File: config.mk
export PLATFORM = sky130hd
export DESIGN_NAME = nzcv_cond_unit
export DESIGN_NICKNAME = d
export VERILOG_FILES = /design/src/rtl/nzcv_cond_unit.sv
export SDC_FILE = /design/constraint.sdc
export NUM_CORES = 1
export LEC_CHECK = 0
export BUFFER_PORTS_ARGS = -buffer_cell sky130_fd_sc_hd__buf_2
export CORE_MARGIN = 3
export CORE_UTILIZATION = 45
export DETAILED_ROUTE_END_ITERATION = 8
export HOLD_SLACK_MARGIN = 0.08
export PLACE_DENSITY_LB_ADDON = 0.25
export SKIP_LAST_GASP = 1
export SLEW_MARGIN = 20
export SYNTH_ARGS = -nofsm -noshare
export SYNTH_HDL_FRONTEND = slang
export SYNTH_SLANG_ARGS = --single-unit
File: constraint.sdc
create_clock -name clk -period 2.37 [get_ports clk]
set_clock_uncertainty 0.15 [all_clocks]
set_input_delay 0.474 -clock clk [delete_from_list [all_inputs] [get_ports clk]]
set_output_delay 0.474 -clock clk [all_outputs]
set_load 0.02 [all_outputs]
File: src/rtl/nzcv_cond_unit.sv
// nzcv_cond_unit: architectural NZCV flag register plus an ARM-style
// condition-code evaluator behind a valid/ready query handshake.
//
// Ports:
//   clk, rst                 - rising-edge clock, synchronous active-high reset
//   flag_we, flag_in[3:0]    - flag write from the ALU, ordered {N,Z,C,V}
//   flag_pend                - flag-setting op in flight; stalls queries
//   q_valid, q_cond[3:0]     - condition query (input side)
//   q_ready                  - combinational accept indication
//   r_valid, r_pass, r_cond  - registered result, 1-cycle latency
//   r_ready                  - downstream accepts the result
//   nzcv[3:0]                - current flag register
module nzcv_cond_unit #(
    parameter bit         BYPASS      = 1'b1,
    parameter logic [3:0] RESET_FLAGS = 4'b0000
) (
    input  logic       clk,
    input  logic       rst,
    input  logic       flag_we,
    input  logic [3:0] flag_in,
    input  logic       flag_pend,
    input  logic       q_valid,
    input  logic [3:0] q_cond,
    output logic       q_ready,
    output logic       r_valid,
    output logic       r_pass,
    output logic [3:0] r_cond,
    input  logic       r_ready,
    output logic [3:0] nzcv
);

    localparam int unsigned FLAG_W = 4;
    localparam int unsigned COND_W = 4;

    logic              accept_c;
    logic [FLAG_W-1:0] eval_flags_c;
    logic              pass_c;

    // Full 16-entry decode of the condition code against {N,Z,C,V}.
    function automatic logic cond_eval(input logic [COND_W-1:0] cond,
                                       input logic [FLAG_W-1:0] f);
        logic n, z, c, v;
        logic res;
        n   = f[3];
        z   = f[2];
        c   = f[1];
        v   = f[0];
        res = 1'b0;
        case (cond)
            4'h0: res = z;
            4'h1: res = !z;
            4'h2: res = c;
            4'h3: res = !c;
            4'h4: res = n;
            4'h5: res = !n;
            4'h6: res = v;
            4'h7: res = !v;
            4'h8: res = c && !z;
            4'h9: res = !c || z;
            4'hA: res = (n == v);
            4'hB: res = (n != v);
            4'hC: res = !z && (n == v);
            4'hD: res = z || (n != v);
            4'hE: res = 1'b1;
            4'hF: res = 1'b0;
            default: res = 1'b0;
        endcase
        return res;
    endfunction

    // Accept only when not stalled and the result slot is free or draining.
    assign q_ready = !rst && !flag_pend && (!r_valid || r_ready);

    // Evaluation flags: same-cycle bypass of an incoming flag write when enabled.
    always_comb begin
        accept_c     = 1'b0;
        eval_flags_c = nzcv;
        pass_c       = 1'b0;
        accept_c     = q_valid && q_ready;
        if (BYPASS && flag_we) begin
            eval_flags_c = flag_in;
        end
        pass_c = cond_eval(q_cond, eval_flags_c);
    end

    // Flag register and result register.
    always_ff @(posedge clk) begin
        if (rst) begin
            nzcv    <= RESET_FLAGS;
            r_valid <= 1'b0;
            r_pass  <= 1'b0;
            r_cond  <= COND_W'(0);
        end else begin
            if (flag_we) begin
                nzcv <= flag_in;
            end
            if (accept_c) begin
                r_valid <= 1'b1;
                r_pass  <= pass_c;
                r_cond  <= q_cond;
            end else if (r_ready) begin
                r_valid <= 1'b0;
            end
        end
    end

endmodule

Yosys cells after proc, flatten, opt, wreduce, memory -nomap -nowiden

Index checks and enable logic that the tools add are counted.

Eq/ne operators: 17
Multiplexer cells: 4
Reductions and logical operators: 17

Operator list:

| kind                 | number |
|---|---|
| $eq A4 B4 Y1 const B | 8 |
| $eq A4 B3 Y1 const B | 4 |
| $pmux W1 S16         | 1 |
| $eq A4 B2 Y1 const B | 2 |
| $logic_not A1 Y1     | 7 |
| $logic_and A1 B1 Y1  | 5 |
| $eq A4 B1 Y1 const B | 1 |
| $logic_not A4 Y1     | 1 |
| $mux W4              | 1 |
| $logic_or A1 B1 Y1   | 3 |
| $mux W1              | 2 |
| $reduce_bool A2 Y1   | 1 |
| $eq A1 B1 Y1         | 1 |
| $ne A1 B1 Y1         | 1 |

Bits in registers: 10
Bits of input ports: 14
Output and inout bits: 11

Longest topological paths before layout

Depth after elaboration: 5
Mapped depth: 6
Mapped depth without buffers: 5

Worst setup path after synthesis

Ideal clock, no wire load.

Path type: in2reg
From: input port flag_we
To: register r_pass
Setup time: 92 ps
Arrival: 1659 ps
Slack: 468 ps
Cell stages on the path: 6
Buffers on the path: 1
Cell sequence: buf_6 -> mux4_2 -> or3_1 -> a31oi_1 -> nor4_1 -> o32ai_1

Longest elaborated chain between the ends: 4
Elaborated cells on any way between the ends: 12

RTL lines:

| what                                       | RTL line | RTL |
|---|---|---|
| from (decl)                                | 19       | `input logic flag_we,` |
| $mux W4 (*)                                | -        |  |
| $ne A1 B1 Y1 (tied with other cells)       | 61, 63   |  |
| $logic_or A1 B1 Y1 (tied with other cells) | 63       | `4'hD: res = z \|\| (n != v);` |
| $pmux W1 S16 (*)                           | 49       | `case (cond)` |
| to (signal assigned)                       | 99       | `r_pass <= pass_c;` |
| to (decl)                                  | 26       | `output logic r_pass,` |

Mark *: on every way between the ends. The rest lies on a longest branch, timed or not.
A chain may end at the register's enable or synchronous reset.

Worst setup path in the final report

Ends and elaborated chain as after synthesis.

==> metrics.txt <==
status complete, no violations; commonest non-fill, non-tap cell in the layout buf_2; Fmax 559 MHz; gr busiest metal met2; RSZ-0062 raised after global routing false; synthesized net count 81; Mapped Area 599 um2; post-cts repair resize count 0; CTS tree built; classification of the worst setup path input port to register; die height 42.5 um; CP max FO 6; GR Util met1 18.0%; crit-path leading delay family multiplexers; total negative slack 0 ns; row cnt 12; WP buf/inv 1; CTS Hold Bufs 0; relative slew slack 73.4%; Clock Path Buffers 2; Max-Cap Viols 0; clk sink count 10; final hold violation count 0; Syn-to-layout area delta 20.9%; hold path depth 2; CP cell instances buf_2 -> mux4_2 -> or3_1 -> a31oi_1 -> nor4_1 -> o32ai_1; H-tree depth 1; Setup violations, final 0; slowest cell on the critical path mux4_2; RePlAce Congestion 0.808; FF-to-FF setup slack 0.68 ns; EDFF count, synth 0; FF-to-FF path depth 5; hold path start r_cond[0]; nets 104; initial antenna violation count 0; vias per inst 5.49; vias in the first global route 480; CTS root buf clkbuf_4; fill count 109; met3 Use GR 7.73%; post-synthesis cell count 67; Hold EP r_cond[0]; top post-synthesis cells by area dfxtp_1 33%, mux2i_1 6.7%, o21ai_0 4.2%; first-pass GRT wire length 2.05 mm; Detailed Routing Iterations Pass 1 4; Total GRT Usage 14.7%; antenna diode count 0; routed via count 565; VDD IR max 0.000317 V; PortBufs 24; syn_area_per_cell 8.95 um2; post-synth top area cell dfxtp_1; DP Cell Count 99; TritonCTS buffer count 3; total core area 0.00117 mm2; DP HPWL 964 um; Slew @ Worst Pin 0.388 ns; postcts setup bufs 0; Slew Limit Fails 0; worst r2r src nzcv[0]; worst path arrival time 1.81 ns; Synth async-reset ratio 0%; I/O pin total 25; CP Launch Type input port; share of cells above drive strength 1 36.0%; Critical R2R Capture r_pass; gr ovfl total 0; met2 usage 23.4%; Initial Util 51.2%; sequential area share after synthesis 33.4%; clk slew on worst S/H paths 0.06 ns; drt drc 0; commonest non-fill, non-tap cells in the layout 24 x buf_2, 10 x dfxtp_1, 5 x nor2_1, 5 x o21ai_0; Clock Latency Late Sink 0.26 ns; Pwr per Cell Area 601 mW/mm2; LEAKAGE 0.341 nW; Critical Path End Type register; final WL 1.22 mm; largest net degree at the start of global routing 12; Yosys top cell area share 33.4%; Critical Path Max Stage Delay 0.50 ns; Yosys cell types 32; Tcrit/Tclk final 75.5%; Ys Warns 0; total die area 0.00181 mm2; initial DRC count 5; mean routed wirelength per cell 11.9 um; Seq cells post-synth 10; Worst Path Required 2.39 ns; fin crit period 1.79 ns; die width 42.5 um; most common flop cell mapped by yosys dfxtp_1; non-filler cells, final 103; DRT antenna net count 0; Hold WC Path Type register to register
-- Yosys cell counts, types with 3 or more instances --
cell type and count:
dfxtp_1 10, nor4_1 3, nand3b_1 3, o21ai_0 5, nor2_1 5, nand3_1 3, mux2i_1 4, inv_1 4
-- worst min-delay path: cells and delay by family, from the launching register on --
family / cells / cell delay, ns
AND/OR/NAND/NOR: 1 / 0.07
AO/OA/AOI/OAI: 1 / 0.07
flip-flops: 1 / 0.32
-- through the flow --
step                hold WS [ns]  area, um2  worst slack (ns)  util [%]  power (mW)
finish                     0.340        724             0.580      61.9       0.435
global route               0.358        724             0.505      61.9       0.468
floorplan                  0.415        599             0.468         -       0.262
global placement           0.321        688             0.339      58.8       0.287
CTS                        0.341        724             0.577      61.9       0.441
detailed placement         0.324        688             0.304      58.8       0.288
-- sequential cells by signal, indices dropped and copies added (netlist names) --
name	count
nzcv	4
r_cond	4
r_pass	1
r_valid	1
-- worst max-delay path by stage --
stage / cells after the start / endpoint / slack (ns) / from
after detailed placement: 6 / r_pass / 0.30 / flag_we
after global placement: 6 / r_pass / 0.34 / flag_we
after CTS: 6 / r_pass / 0.58 / flag_we
after floorplan: 6 / r_pass / 0.47 / flag_we
final: 6 / r_pass / 0.58 / flag_we
after global routing: 6 / r_pass / 0.50 / flag_we
-- report_power, final --
part	internal (mW)	leakage (nW)	switching (mW)
Sequential	0.179	0.0823	0.00560
Clock	0.0933	0.0210	0.0580
Combinational	0.0420	0.238	0.0575
Total	0.314	0.341	0.121
-- layout make-up --
class	count	area, um2	share of cell area [%]
well taps	14	17.5	2.42
multi-input cells	47	335	46.3
inverters	4	15.0	2.07
repair buffers	24	120	16.6
flip-flops and latches	10	200	27.6
clock buffers	4	36.3	5.01
-- per-layer routing --
metal | share of wire, % | vias up
met4 | 0 | 0
met3 | 9.2 | 0
met2 | 46 | 25
met1 | 44 | 251
li1 | - | 289
met5 | 0 | -
-- kinds of logic (layout without fill, tap and decap cells) --
group | after synthesis | after routing | synth area share, %
AO/OA/AOI/OAI | 15 | 15 | 16.9
XOR/XNOR | 2 | 2 | 2.92
buffers and inverters | 10 | 32 | 10.6
flip-flops | 10 | 10 | 33.4
multiplexers | 7 | 7 | 14.2
AND/OR/NAND/NOR | 23 | 23 | 21.9
No activity file was read; power rests on OpenSTA's default activity.
